--- config.mk ---
export PLATFORM = sky130hd
export DESIGN_NAME = regfile_wb_scheduler
export DESIGN_NICKNAME = d
export VERILOG_FILES = /design/src/rtl/regfile_wb_scheduler.sv
export SDC_FILE = /design/constraint.sdc
export NUM_CORES = 1
export LEC_CHECK = 0
export ABC_AREA = 1
export ABC_CLOCK_PERIOD_IN_PS = 1700
export CAP_MARGIN = 15
export CELL_PAD_IN_SITES_DETAIL_PLACEMENT = 1
export CELL_PAD_IN_SITES_GLOBAL_PLACEMENT = 1
export CORE_UTILIZATION = 31
export CTS_BUF_LIST = sky130_fd_sc_hd__clkbuf_16
export DETAILED_ROUTE_END_ITERATION = 16
export PLACE_DENSITY = 0.87
export SETUP_SLACK_MARGIN = 0.15
export SLEW_MARGIN = 20
export SYNTH_ARGS = -nofsm -noshare
export SYNTH_HDL_FRONTEND = slang
export SYNTH_SLANG_ARGS = --single-unit
--- constraint.sdc ---
create_clock -name clk -period 1.7 [get_ports clk]
set_input_delay 0.17 -clock clk [delete_from_list [all_inputs] [get_ports clk]]
set_output_delay 0.17 -clock clk [all_outputs]
set_load 0.01 [all_outputs]
--- src/rtl/regfile_wb_scheduler.sv ---
// Arbitrates the register-file write port between pipeline writeback and a one-entry
// MDU holding buffer, with starvation-forced stalls and a pending-write scoreboard.
module regfile_wb_scheduler #(
    parameter int MAX_WAIT = 4
) (
    input  logic        clk,
    input  logic        rst_n,
    input  logic        pipe_valid,
    input  logic [4:0]  pipe_addr,
    input  logic [31:0] pipe_data,
    output logic        pipe_stall,
    input  logic        mdu_valid,
    input  logic [4:0]  mdu_addr,
    input  logic [31:0] mdu_data,
    output logic        mdu_ready,
    input  logic        iss_valid,
    input  logic [4:0]  iss_addr,
    output logic        iss_ready,
    input  logic [4:0]  chk_addr1,
    input  logic [4:0]  chk_addr2,
    output logic        hazard,
    output logic        rf_w_enable,
    output logic [4:0]  rf_w_address,
    output logic [31:0] rf_w_data,
    output logic        err_waw
);

    localparam int WW = $clog2(MAX_WAIT + 1);

    logic          buf_full;
    logic [4:0]    buf_addr;
    logic [31:0]   buf_data;
    logic [WW-1:0] wait_cnt;
    logic [31:0]   pending;
    logic [31:0]   pending_next;

    logic pipe_own;
    logic drain;
    logic accept;
    logic iss_set;

    // Stall and ready come only from registered state so neither source sees a comb loop.
    assign mdu_ready  = !buf_full;
    assign pipe_stall = buf_full && (wait_cnt == WW'(MAX_WAIT));
    assign pipe_own   = pipe_valid && !pipe_stall;
    assign drain      = buf_full && (!pipe_valid || pipe_stall);
    assign accept     = mdu_valid && mdu_ready;

    assign iss_ready  = !pending[iss_addr];
    assign iss_set    = iss_valid && iss_ready && (iss_addr != 5'd0);
    assign hazard     = pending[chk_addr1] | pending[chk_addr2];

    always_comb begin
        rf_w_enable  = 1'b0;
        rf_w_address = 5'd0;
        rf_w_data    = 32'd0;
        if (pipe_own) begin
            rf_w_enable  = (pipe_addr != 5'd0);
            rf_w_address = pipe_addr;
            rf_w_data    = pipe_data;
        end else if (drain) begin
            rf_w_enable  = (buf_addr != 5'd0);
            rf_w_address = buf_addr;
            rf_w_data    = buf_data;
        end
    end

    always_comb begin
        pending_next = pending;
        if (iss_set)
            pending_next[iss_addr] = 1'b1;
        if (drain)
            pending_next[buf_addr] = 1'b0;
        pending_next[0] = 1'b0;
    end

    // Accept and drain are exclusive: accept needs an empty buffer, drain a full one.
    always_ff @(posedge clk or negedge rst_n) begin
        if (!rst_n) begin
            buf_full <= 1'b0;
            buf_addr <= 5'd0;
            buf_data <= 32'd0;
        end else if (accept) begin
            buf_full <= 1'b1;
            buf_addr <= mdu_addr;
            buf_data <= mdu_data;
        end else if (drain) begin
            buf_full <= 1'b0;
        end
    end

    always_ff @(posedge clk or negedge rst_n) begin
        if (!rst_n)
            wait_cnt <= '0;
        else if (buf_full && !drain && (wait_cnt != WW'(MAX_WAIT)))
            wait_cnt <= wait_cnt + 1'b1;
        else if (!(buf_full && !drain))
            wait_cnt <= '0;
    end

    always_ff @(posedge clk or negedge rst_n) begin
        if (!rst_n) begin
            pending <= 32'd0;
            err_waw <= 1'b0;
        end else begin
            pending <= pending_next;
            if (pipe_own && pending[pipe_addr])
                err_waw <= 1'b1;
        end
    end

endmodule

Yosys cells after proc, flatten, opt, wreduce, memory -nomap -nowiden
Index checks and enable logic that the tools add are counted.

operators by class
  add/subtract/negate cells = 1
  order comparisons = 7
  equal/unequal tests = 3
  mux-type cells = 24
  bitwise logic cells = 4
  reductions and logical operators = 21

operators with widths
  kind                 count
  $mux 32              4
  $and 32x32->32       1
  $not 32->32          1
  $or 32x32->32        1
  $lt 5x6->1 const B   5
  $bmux 1 s5           4
  $reduce_bool 5->1    3
  $logic_and 1x1->1    11
  $demux 1 s5          2
  $ge 5x1->1 const B   2
  $mux 1               10
  $mux 5               2
  $mux 3               2
  $logic_not 1->1      5
  $add 3x1->3 const B  1
  $eq 3x3->1 const B   1
  $ne 3x3->1 const B   1
  $ne 2x1->1 const B   1
  $reduce_bool 2->1    1
  $logic_or 1x1->1     1
  $or 1x1->1           1

storage, ports and cells
  register bits after elaboration = 73
  input bits = 94
  logic and storage cells = 66

Depth between registers and ports, before layout
  depth after elaboration = 8
  depth in mapped cells = 15
  depth with buffers taken out = 12

Worst setup path after synthesis
OpenSTA, ideal clock, no wires.

  kind = flip-flop to output port
  start point = register wait_cnt[0]
  end point = output port rf_w_data[10]
  arrival time = 1549 ps
  required time = 1530 ps
  path slack = -19 ps
  cell stages (with the launch flop) = 9
  buffers on the path = 1
  path through = dfrtp_1 > inv_1 > ha_1 > nand3_1 > nand2_1 > inv_2 > nor2_4 > clkbuf_1 > a22o_1

on the way
  word-level cells in the longest chain between the ends = 6

ends and longest elaborated chain
  item                      line  RTL
  start: declaration        33    logic [WW-1:0] wait_cnt;
  start signal: assignment  96    wait_cnt <= wait_cnt + 1'b1;
  $eq 3x3->1 (*)            44    assign pipe_stall = buf_full && (wait_cnt == WW'(MAX_WAIT));
  $logic_and 1x1->1 (*)     44
  $logic_or 1x1->1          46    assign drain = buf_full && (!pipe_valid || pipe_stall);
  $logic_and 1x1->1         46
  $mux 32                   61    end else if (drain) begin
  $mux 32 (*)               57    if (pipe_own) begin
  end: declaration          24    output logic [31:0] rf_w_data,

Mark *: on every way between the ends. The rest lies on a longest branch, timed or not.

Final worst setup path
  start point = register wait_cnt[1]
  end point = register pending[22]

on the way
  word-level cells in the longest chain between the ends = 5

ends and longest elaborated chain
  item                    line  RTL
  $eq 3x3->1              44
  $logic_and 1x1->1       44
  $logic_or 1x1->1        46
  $logic_and 1x1->1       46
  $mux 32                 72    if (drain)
  via pending_next[22]    35    logic [31:0] pending_next;
  end signal: assignment  106   pending <= pending_next;
  end: declaration        34    logic [31:0] pending;

The timed path passes the listed nets, and every way through them passes these cells.
A chain may end at the register's enable or synchronous reset.

==> impl_metrics.tcl <==
set metrics [dict create \
    finalClockSkew_ns 0.0111 \
    netlist_instances 611 \
    fillers 1667 \
    initial_core_util 0.320 \
    grt_pass1_wl_um 37700 \
    setup-violations-final 72 \
    cts_buffer_depth 2 \
    rsz0062_at_grt "true" \
    syn_to_final_growth_pct 75.5 \
    critPathBufInv 8 \
    cp_common_cell "buf_6" \
    criticalPathCategory "register to register" \
    fin_crit_sh 1.28 \
    fp.coreArea_um2 14600 \
    cts_tree "done" \
    layout-drive-gt1-share 0.403 \
    worst_skew_pair.late_latency_ns 0.35 \
    wl_um 26300 \
    arrival_ns 2.41 \
    nNetsFinal 961 \
    cp_max_fo 3 \
    antenna_found_initial 0 \
    synth_area_um2 4670 \
    ys_seq_elements 73 \
    grt_pass1_vias 6690 \
    ys_types 31 \
    ant_nets 0 \
    syn_area_per_cell_um2 7.64 \
    num_vias 6054 \
    wl_per_cell_um 24.9 \
    place_hpwl_um 15800 \
    finalHoldViolCount 0 \
    synth_top_family_by_area "compound AO/OA/AOI/OAI gates" \
    synth_nets 707 \
    power_density_nw_per_um2 1170 \
    synth_compound_area_frac 0.214 \
    slowest_delay_ns 0.38 \
    crit_path_end_kind "register" \
    cp.required_ns 1.94 \
    worst_slack_ns -0.469 \
    synth-xor-area-share 0.00188 \
    grt_start_max_net_pins 74 \
    grt.total_usage 0.317 \
    fin_crit_ns 2.17 \
    pre_cts_slack_ns -0.563 \
    dp_cells 1009 \
    tightest_slew_ns 0.734 \
    cts_max_level 3 \
    io_pins 137 \
    post-route-util 0.561 \
    synth.area.mux_share 0.0796 \
    critPathLaunchType "register" \
    ys_warn_count 0 \
    numCtsBuffers 9 \
    final_cell_area_um2 8190 \
    die_x_um 125 \
    critPathTopFamily "buffers and inverters" \
    fmax_mhz 461 \
    synth-adder-area-share 0.00536 \
    ff2ff_setup_slack_ns -0.47 \
    cp_slowest_cell "dfrtp_1" \
    place_congestion 0.965 \
    die_h_um 125 \
    status "complete, but fails checks" \
    insertedDiodeCount 0 \
    crit_chain "inv_2, ha_4, nand3_4, nand2_4, inv_4, nor2_4, buf_6, buf_12, buf_12, nand2_4, buf_6, nor2_4, buf_6, nand2_2, inv_2, a21oi_2" \
    relSlewSlack 0.508 \
    vias_per_cell 5.74 \
    first_iter_violations 420 \
    numClockSinks 73 \
    hold_class "input port to asynchronous set/reset pin" \
    synth_ff_type "dfrtp_1" \
    maxSlewViolCount 0 \
    grt.overflow.total 0 \
    drc_errors 0 \
    async_flop_share 1.00 \
    place_area_um2 7040 \
    peakVddDrop_uv 705 \
    cts.clk_slew.worst_paths_ns 0.07 \
    cap_violations 0 \
    synth_edf_count 0 \
    dieArea_um2 15600 \
    leakagePower_uw 0.00378 \
    violations "negative setup slack" \
    ys_seq_area_frac 0.391 \
    row_count 44 \
    cts_root_buffer "clkbuf_16" \
    synthSimpleGateAreaFrac 0.214 \
    fin_cells 1054 \
    io_buffers 136 \
    first_pass_iters 5 \
]
==> layout by cell type, fill, tap and decap left out, types with 14 or more instances in the layout <==
master,Yosys,layout
buf_4,1,103
clkdlybuf4s50_1,0,88
nand2_1,98,85
dfrtp_1,73,68
nand3_1,69,66
a21oi_1,74,50
inv_1,75,48
o21ai_0,47,35
mux2_2,33,33
buf_2,0,31
a22o_1,32,30
buf_6,5,27
a21oi_2,0,24
inv_2,1,21
nor2_4,2,21
nor2_1,39,14
==> per-layer routing <==
metal | global-route usage | part of all wire | wire length, um | vias up
met1 | 0.321 | 0.35 | 9080 | 2954
met3 | 0.0855 | 0.079 | 2080 | 123
met5 | 0 | 0 | 0 | -
met4 | 0.211 | 0.064 | 1680 | 0
met2 | 0.567 | 0.51 | 13400 | 381
li1 | - | - | - | 2596
==> cell usage after synthesis, types with 4 or more instances <==
cell | count | area [um^2]
nor3_1 | 12 | 60.1
a21oi_1 | 74 | 370
o211ai_1 | 4 | 30.0
clkbuf_1 | 17 | 63.8
o22ai_1 | 4 | 25.0
mux2_2 | 33 | 372
o21ai_0 | 47 | 235
buf_1 | 5 | 18.8
nand3_1 | 69 | 345
buf_6 | 5 | 56.3
nor2_1 | 39 | 146
nand2_1 | 98 | 368
a22o_1 | 32 | 280
inv_1 | 75 | 282
dfrtp_1 | 73 | 1830
==> registers in the layout, indices dropped and copies added (netlist names) <==
register / flops
buf_data: 32
buf_full: 1
pending: 31
err_waw: 1
buf_addr: 5
wait_cnt: 3
==> path summary, 6_finish.rpt <==
path,cells after the start,start,to
max in group asynchronous,3,rst_n,pending[31]$_DFF_PN0_
min reg2reg,1,buf_data[22]$_DFFE_PN0P_,buf_data[22]$_DFFE_PN0P_
min,3,rst_n,buf_data[5]$_DFFE_PN0P_
max reg2reg,16,wait_cnt[1]$_DFFE_PN0P_,pending[22]$_DFF_PN0_
min in group clk,3,mdu_addr[3],buf_addr[3]$_DFFE_PN0P_
max,16,wait_cnt[1]$_DFFE_PN0P_,pending[22]$_DFF_PN0_
==> kinds of logic after synthesis <==
kind of cell / count (synthesis)
simple gates: 228
compound gates: 168
buf+inv: 106
flops: 73
mux: 33
fa+ha+maj: 2
xor+xnor: 1
==> report_power, final <==
part           switching [uW]  total [uW]  leakage (uW)  internal (uW)
clock network             839        2560      0.000188           1720
registers                 670        2930      0.000813           2260
logic                    2110        4080       0.00277           1970
==> stage by stage <==
stage / hold WS (ns) / TNS (ns) / total power (uW)
2_1_floorplan: -0.126 / 0 / 4020
3_3_place_gp: 0.223 / -23.27 / 5960
3_5_place_dp: 0.236 / -29.68 / 6130
4_1_cts: 0.413 / -17.25 / 9050
5_1_grt: 0.428 / -33.36 / 9920
6_report: 0.393 / -27.99 / 9580
==> repair_timing <==
item / in CTS / in global routing
pin swaps: 31 / 29
gates resized for setup: 315 / 66
setup endpoints to repair: 92 / 76
hold buffers: 1 / 0
endpoints found under the hold margin: 73 / 0
cloned: 4 / 1
buffers inserted: 14 / 10
==> tightest hold or removal path: cells and delay by family <==
| family | cells | cell delay (ns) |
|---|---|---|
| buffers and inverters | 3 | 0.98 |
==> layout make-up <==
class	instances	area (um^2)	area share
timing repair buffer	271	2520	0.308
clock inverter	7	158	0.0192
multi-input combinational	432	2900	0.354
sequential	73	1830	0.224
inverter	78	328	0.0400
clock buffer	9	225	0.0275
tap	184	230	0.0281
No activity file was read; power rests on OpenSTA's default activity.
